$ cat src/rtl/cpu24_pkg.sv
// Shared definitions for the 24-bit CPU run controller: widths, default run length, run states.
package cpu24_pkg;

    localparam int unsigned CPU24_WIDTH       = 24;
    localparam int unsigned CPU24_DEFAULT_RUN = 30;

    typedef enum logic [1:0] {
        IDLE = 2'd0,
        RUN  = 2'd1,
        STEP = 2'd2,
        DONE = 2'd3
    } run_state_e;

endpackage

$ cat src/rtl/cpu24_cycle_counter.sv
// Executed-cycle counter with synchronous clear, increment enable and natural wrap.
// last_c flags that the next increment lands on the programmed limit.
module cpu24_cycle_counter
    import cpu24_pkg::*;
#(
    parameter int unsigned WIDTH = CPU24_WIDTH
) (
    input  logic             clk,
    input  logic             rst_n,
    input  logic             clr,
    input  logic             inc,
    input  logic [WIDTH-1:0] limit,
    output logic [WIDTH-1:0] count,
    output logic             last_c
);

    logic [WIDTH-1:0] count_inc_c;

    assign count_inc_c = count + WIDTH'(1);
    assign last_c      = (count_inc_c == limit);

    // Clear wins over increment so a restart always begins from zero.
    always_ff @(posedge clk or negedge rst_n) begin
        if (!rst_n) begin
            count <= '0;
        end else if (clr) begin
            count <= '0;
        end else if (inc) begin
            count <= count_inc_c;
        end
    end

endmodule

$ cat src/rtl/cpu24_run_ctrl.sv
// Run controller for the 24-bit CPU: Start/Step/Halt command FSM driving a registered
// core enable, with a programmable cycle limit and optional free-running mode.
module cpu24_run_ctrl
    import cpu24_pkg::*;
#(
    parameter int unsigned WIDTH         = CPU24_WIDTH,
    parameter int unsigned DEFAULT_LIMIT = CPU24_DEFAULT_RUN
) (
    input  logic             clk,
    input  logic             rst_n,
    input  logic             start,
    input  logic             step,
    input  logic             halt,
    input  logic             free_run,
    input  logic [WIDTH-1:0] cycle_limit,
    output logic             cpu_enable,
    output logic [WIDTH-1:0] cycle_count,
    output logic             busy,
    output logic             done
);

    run_state_e       state_q;
    run_state_e       state_d;
    logic [WIDTH-1:0] limit_q;
    logic             free_q;
    logic             cnt_clr;
    logic             cnt_inc;
    logic             latch;
    logic             last_c;

    cpu24_cycle_counter #(
        .WIDTH (WIDTH)
    ) u_counter (
        .clk    (clk),
        .rst_n  (rst_n),
        .clr    (cnt_clr),
        .inc    (cnt_inc),
        .limit  (limit_q),
        .count  (cycle_count),
        .last_c (last_c)
    );

    // Next-state and counter control; Halt outranks Start, Start outranks Step.
    always_comb begin
        state_d = state_q;
        cnt_clr = 1'b0;
        cnt_inc = 1'b0;
        latch   = 1'b0;
        unique case (state_q)
            IDLE, DONE: begin
                if (halt) begin
                    state_d = IDLE;
                end else if (start) begin
                    state_d = RUN;
                    cnt_clr = 1'b1;
                    latch   = 1'b1;
                end else if (step && (state_q == IDLE)) begin
                    state_d = STEP;
                end
            end
            RUN: begin
                if (halt) begin
                    // The cycle ending at the halt edge was executed, so it is counted.
                    state_d = IDLE;
                    cnt_inc = 1'b1;
                end else if (start) begin
                    cnt_clr = 1'b1;
                    latch   = 1'b1;
                end else begin
                    cnt_inc = 1'b1;
                    if (!free_q && last_c) begin
                        state_d = DONE;
                    end
                end
            end
            STEP: begin
                state_d = IDLE;
                cnt_inc = 1'b1;
            end
            default: begin
                state_d = IDLE;
            end
        endcase
    end

    always_ff @(posedge clk or negedge rst_n) begin
        if (!rst_n) begin
            state_q <= IDLE;
        end else begin
            state_q <= state_d;
        end
    end

    // Run configuration is captured only on an accepted Start.
    always_ff @(posedge clk or negedge rst_n) begin
        if (!rst_n) begin
            limit_q <= WIDTH'(DEFAULT_LIMIT);
            free_q  <= 1'b0;
        end else if (latch) begin
            limit_q <= (cycle_limit == '0) ? WIDTH'(DEFAULT_LIMIT) : cycle_limit;
            free_q  <= free_run;
        end
    end

    // Status flops track the state register exactly, one flop per output.
    always_ff @(posedge clk or negedge rst_n) begin
        if (!rst_n) begin
            cpu_enable <= 1'b0;
            busy       <= 1'b0;
            done       <= 1'b0;
        end else begin
            cpu_enable <= (state_d == RUN) || (state_d == STEP);
            busy       <= (state_d == RUN) || (state_d == STEP);
            done       <= (state_d == DONE);
        end
    end

endmodule

$ cat config.mk
export PLATFORM = sky130hd
export DESIGN_NAME = cpu24_run_ctrl
export DESIGN_NICKNAME = d
export VERILOG_FILES = /design/src/rtl/cpu24_pkg.sv /design/src/rtl/cpu24_cycle_counter.sv /design/src/rtl/cpu24_run_ctrl.sv
export SDC_FILE = /design/constraint.sdc
export NUM_CORES = 1
export LEC_CHECK = 0
export BUFFER_PORTS_ARGS = -buffer_cell sky130_fd_sc_hd__buf_2
export CAP_MARGIN = 20
export CORE_MARGIN = 1
export CORE_UTILIZATION = 55
export CTS_CLUSTER_SIZE = 10
export DETAILED_ROUTE_END_ITERATION = 7
export PLACE_DENSITY_LB_ADDON = 0.15
export REMOVE_ABC_BUFFERS = 1
export SLEW_MARGIN = 10
export SYNTH_ARGS = -nofsm -noshare
export SYNTH_HDL_FRONTEND = slang
export SYNTH_HIERARCHICAL = 1
export SYNTH_SLANG_ARGS = --single-unit
$ cat constraint.sdc
create_clock -name clk -period 3.5 [get_ports clk]
set_input_delay 0.525 -clock clk [delete_from_list [all_inputs] [get_ports clk]]
set_output_delay 0.525 -clock clk [all_outputs]
set_load 0.01 [all_outputs]
==> run metrics, run 1 <==
total I/O pin count=57; largest family of logic cells by synthesized area=simple AND/OR/NAND/NOR gates; clk sink count=53; area grow syn2layout=14.2%; Mapped Area=3290 sq um; Net Switching=0.638 mW; number of synthesized flops with an enable pin=0; CTS Buf Count=5; clk buf depth=2; Rows=27; Max Slew Vio Count=0; status=finished clean; YS warnings=6; TritonCTS clock tree=yes; Routability Congestion=0.899; Placement Cell Area=3600 sq um; 1st-pass router iterations=4; sequential share of the synthesized area=40.5%; Post-CTS Hold Fix Bufs=0; Leak=1.70 nW; # DRC=0; most used cell, CP=ha_1; sequential share of power=46.0%; layout cells sized above 1=32.5%; DR iter-0 viols=159; worst hold slack=219 ps; final cycle utilization of the critical path=91.4%; Max Freq=0.313 GHz; vias in the first global route=2460; CP Launch Type=register; sw frac=34.8%; top sig layer=met4; max_slew headroom=50.1%; Core Util, Final=66.6%; Initial Util=58.3%; nets=416; die area=6290 sq um; latest clock arrival within the worst-skew pair=310 ps; # setup viols final=0; grt total ovfl=0; Final min period=3200 ps; Clock power frac=19.3%; Die Wd=79.3 microns; top-area cell type share of the netlist area=37.3%; Max Cap Viol=0; Port Buf Inserts=56; wl on met1=3520 microns; final hold vios=0; post-synthesis simple-gate area fraction=22.9%; required time of the worst setup path=3700 ps; post-synthesis cell type count=51; ANT nets after route=0; mux contribution to synthesized area=10.5%; Worst Slack Setup Final=301 ps; initial antenna violation count=0; Core ar.=5640 sq um; CP Max Fanout=7; H-tree levels=2; Main synth FF type=dfrtp_1; Hold Crit Class=input port to asynchronous set/reset pin; Critical-path top delay cell=dfrtp_2; Via Count=2618; met3 wire length=310 microns; estimated wirelength of the detail-placed design=5520 microns; kind of critical path=register to register; syn_area_per_cell=10.2 sq um; internal power=1.19 mW; DIE HEIGHT=79.3 microns; power per cell area=488 nW/um^2; met2 wire len=3420 microns; Synth Area in Compound Gates=5.21%; worst endpoint data arrival time=3400 ps; combinational share of power=34.7%; Synth Register Bits=53; WL final=7430 microns; Max IR drop VDD=0.332 mV; Setup Skew=4.03 ps; vias per inst=5.78; Post-Synth Adder-Cell Area=2.28%; Setup crit end kind=register; clock-pin slew on the worst setup and hold paths=100 ps; CTS root buf=clkbuf_8; n_diodes=0; pre-CTS setup slack=181 ps; Final Instance Area=3760 sq um; Cell Chain, Critical Path=ha_1, buf_4, xor2_2, mux2i_1, o21a_1, nor3_1, nand4_1, nor4_2, or3b_1, a21oi_1, nor2_1, nor3_2, ha_1; Worst Tran Pin Value=748 ps; first-pass GRT wire length=12200 microns; largest cells by area after synthesis=dfrtp_1 (37%), mux2_2 (7.2%), xnor2_1 (6.9%); leading area contributor after synthesis=dfrtp_1; FFs w/ async S/R, synth=100%; Total GRT Usage=25.7%; pin count of the biggest net entering global routing=51; XOR/XNOR Fraction of Synth Area=14.1%; Largest stage delay, worst path=460 ps; drt wl/cell=16.4 microns; Synth Instances=321
[worst max-delay path: cells and delay by family, from the launching register on]
family / cells / cell delay, ps
simple gates: 6 / 1300
fa+ha+maj: 2 / 470
flops: 1 / 460
compound gates: 2 / 380
xor+xnor: 1 / 180
buf+inv: 1 / 170
mux: 1 / 120
[per-layer routing]
| metal | track usage, % | vias up |
|---|---|---|
| met1 | 36.5 | 1279 |
| met5 | 0 | - |
| met4 | 9.45 | 0 |
| li1 | - | 1248 |
| met3 | 4.48 | 15 |
| met2 | 39.2 | 76 |
[power by group through the flow]
stage | combinational, mW | clock, mW | sequential (mW)
CTS | 0.594 | 0.362 | 0.848
detailed placement | 0.591 | 0 | 0.861
global placement | 0.570 | 0 | 0.854
finish | 0.635 | 0.354 | 0.843
floorplan | 0.429 | 0 | 0.836
global route | 0.704 | 0.389 | 0.858
[flip-flops by register name, summed over array words and instances (netlist names)]
| signal | count |
|---|---|
| free_q | 1 |
| done | 1 |
| busy | 1 |
| u_counter/count | 24 |
| limit_q | 24 |
| state_q | 2 |
[through the flow]
stage / power [mW] / std cells / setup TNS [ps]
finish: 1.83 / 453 / 0
global route: 1.95 / 453 / -28.1
CTS: 1.80 / 446 / 0
detailed placement: 1.45 / 438 / 0
global placement: 1.42 / 437 / 0
floorplan: 1.26 / 303 / 0
[layout by cell type (no fill, tap or decap), types with 11 or more instances in the layout]
cell	count
buf_2	56
buf_4	13
dfrtp_1	44
mux2_2	21
mux2i_1	11
nand2_1	17
nand3_1	16
nand4_1	18
nor2_1	32
xnor2_1	26
xor2_1	24
[what timing repair did]
item	4_1_cts	5_1_grt
resized for setup	0	7
setup endpoints to repair	0	2
setup buffers	0	7
[area by class of cell]
type	count	area (sq um)
multi-input cells	245	1820
repair buffers	70	398
inverters	5	18.8
clock inverters	3	21.3
clock buffers	5	68.8
well taps	72	90.1
fillers	450	1880
flip-flops and latches	53	1340
[cell families after synthesis]
logic type | Yosys count
and+or+nand+nor | 129
AOI/OAI and AO/OA | 26
adders and majority gates | 6
buffers and inverters | 23
xor gates and xnor gates | 52
muxes | 32
DFF | 53
[synthesized netlist by cell type, drive strengths merged, types with 2 or more instances]
cell and number:
a211oi 2, a21oi 10, a31o 3, and2 5, and3 5, and4 3
buf 13, clkbuf 5, dfrtp 49, dfstp 4, ha 6, inv 5
mux2 21, mux2i 11, nand2 17, nand2b 3, nand3 17, nand4 20
nor2 34, nor2b 3, nor3 7, nor4 9, o21ai 3, or3 2
or3b 2, xnor2 27, xor2 25
[path summary, 6_finish.rpt]
kind | start | to | slack [ps] | depth (start not counted)
setup / recovery | u_counter/count[1]$_DFFE_PN0P_ | busy$_DFF_PN0_ | 300 | 13
hold / removal | rst_n | u_counter/count[8]$_DFFE_PN0P_ | 220 | 1
setup reg to reg | u_counter/count[1]$_DFFE_PN0P_ | busy$_DFF_PN0_ | 300 | 13
hold reg to reg | free_q$_DFFE_PN0P_ | free_q$_DFFE_PN0P_ | 520 | 1
max in group asynchronous | rst_n | limit_q[2]$_DFFE_PN1P_ | 2690 | 2
min in group clk | halt | state_q[1]$_DFF_PN0_ | 430 | 2
No activity file was read; power rests on OpenSTA's default activity.
==> run 2, diff against run 1 <==
==> constraint.sdc (replaced) <==
create_clock -name clk -period 3.8 [get_ports clk]
set_input_delay 0.57 -clock clk [delete_from_list [all_inputs] [get_ports clk]]
set_output_delay 0.57 -clock clk [all_outputs]
set_load 0.01 [all_outputs]
==> run 2 against run 1 <==
Non-clock buffer count decreased by 8. Largest cell class unchanged. Sequential cell count unchanged. Critical endpoint unchanged. Combinational power is 15% lower. Via count is 2.3% lower. Worst setup slack improved by 72 ps. Fmax shrank 6.6%. Cell count decreased by 1.8%.
==> run metrics, run 2 (synthesis gave the netlist of run 1 again) <==
status=finished clean; initial antenna violation count=0; Max IR drop VDD=0.270 mV; max_slew headroom=47.9%; total I/O pin count=57; # setup viols final=0; Port Buf Inserts=56; Max Slew Vio Count=0; worst endpoint data arrival time=3630 ps; vias in the first global route=2455; Max Cap Viol=0; Setup Skew=5.57 ps; placed cell count=435; WL final=7360 microns; Max Freq=0.292 GHz; Worst Tran Pin Value=782 ps; final cycle utilization of the critical path=90.2%; CP Launch Type=register; sw frac=31.8%; internal power=1.21 mW; RSZ-0062 raised after global routing=no; Worst Slack Setup Final=374 ps; met2 wire len=3560 microns; drt wl/cell=16.5 microns; Seq. cell area=1330 sq um; ANT nets after route=0; Rows=27; power per cell area=477 nW/um^2; Total GRT Usage=25.0%; first-pass GRT wire length=12000 microns; Largest stage delay, worst path=530 ps; Clock power frac=25.5%; Critical-path top delay cell=dfrtp_1; CTS root buf=clkbuf_8; filler instances=491; nets=408; layout cells sized above 1=29.5%; clk buf depth=2; estimated wirelength of the detail-placed design=5370 microns; area grow syn2layout=12.9%; H-tree levels=2; Leak=1.68 nW; 1st-pass router iterations=4; Initial Util=58.3%; sequential share of power=43.9%; TritonCTS clock tree=yes; final hold vios=0; kind of critical path=register to register; Cell Chain, Critical Path=ha_2, nand4_2, nor3_4, a41oi_1, a311o_1, nor4_2, or3b_1, a21oi_1, nor2_1, nor3_1, ha_1; wl on met1=3410 microns; clk sink count=53; required time of the worst setup path=4000 ps; top sig layer=met4; commonest non-fill, non-tap cell in the layout=buf_2; met3 wire length=300 microns; combinational share of power=30.6%; Largest regs=limit_q (24), u_counter/count (24), state_q (2); Net Switching=0.564 mW; Hold Crit Class=input port to asynchronous set/reset pin; Final min period=3430 ps; die area=6290 sq um; non-filler cells, final=445; multi-input logic area=1810 sq um; Die Wd=79.3 microns; Sum Neg Setup Slack=0 ps; Setup crit end kind=register; Crit path max-delay family=simple AND/OR/NAND/NOR gates; Core ar.=5640 sq um; # DRC=0; pin count of the biggest net entering global routing=51; CTS Buf Count=5; most frequent cells in the layout=buf_2 (56), dfrtp_1 (49), nor2_1 (32), xnor2_1 (26), xor2_1 (25); DR iter-0 viols=151; latest clock arrival within the worst-skew pair=310 ps; vias per inst=5.75; DIE HEIGHT=79.3 microns; CP Max Fanout=8; Core Util, Final=65.8%; Routability Congestion=0.880; clock-pin slew on the worst setup and hold paths=100 ps; n_diodes=0; FF-to-FF setup slack=370 ps; pre-CTS setup slack=329 ps; grt total ovfl=0; CP bufs+invs=0; Via Count=2558
run 2: power by group through the flow:
stage,logic (mW),clock network [mW],registers [mW]
2_1_floorplan,0.395,0,0.770
3_3_place_gp,0.523,0,0.784
3_5_place_dp,0.534,0,0.790
4_1_cts,0.540,0.456,0.778
5_1_grt,0.597,0.477,0.794
6_report,0.542,0.453,0.778
run 2: path summary, 6_finish.rpt:
path | start | to | cells past startpoint
max | u_counter/count[0]$_DFFE_PN0P_ | busy$_DFF_PN0_ | 11
min | rst_n | u_counter/count[6]$_DFFE_PN0P_ | 1
max reg2reg | u_counter/count[0]$_DFFE_PN0P_ | busy$_DFF_PN0_ | 11
min reg2reg | free_q$_DFFE_PN0P_ | free_q$_DFFE_PN0P_ | 1
max in group asynchronous | rst_n | limit_q[2]$_DFFE_PN1P_ | 2
min in group clk | halt | state_q[0]$_DFF_PN0_ | 2
run 2: metrics by stage:
step	hold slack, ps	cell area [sq um]	total power, mW
CTS	247	3690	1.77
detailed placement	501	3560	1.32
finish	226	3710	1.77
global route	276	3710	1.87
floorplan	274	3160	1.16
global placement	496	3560	1.31
run 2: per-layer routing:
| layer | track usage (%) | vias to the layer above |
|---|---|---|
| met2 | 41.0 | 57 |
| met4 | 7.82 | 0 |
| met3 | 3.22 | 7 |
| li1 | - | 1230 |
| met5 | 0 | - |
| met1 | 34.2 | 1264 |
run 2: final cells by class:
cell class	instances	share of cell area [%]
clock buffers	5	1.85
clock inverters	3	1.75
inverters	5	0.506
repair buffers	62	8.76
well taps	72	2.43
flip-flops and latches	53	35.9
multi-input cells	245	48.8
run 2: timing repair:
item / CTS / global route
buffers inserted: 0 / 2
endpoints found under the setup margin: 0 / 1
gates resized for setup: 0 / 1
hold buffers: 0 / 0
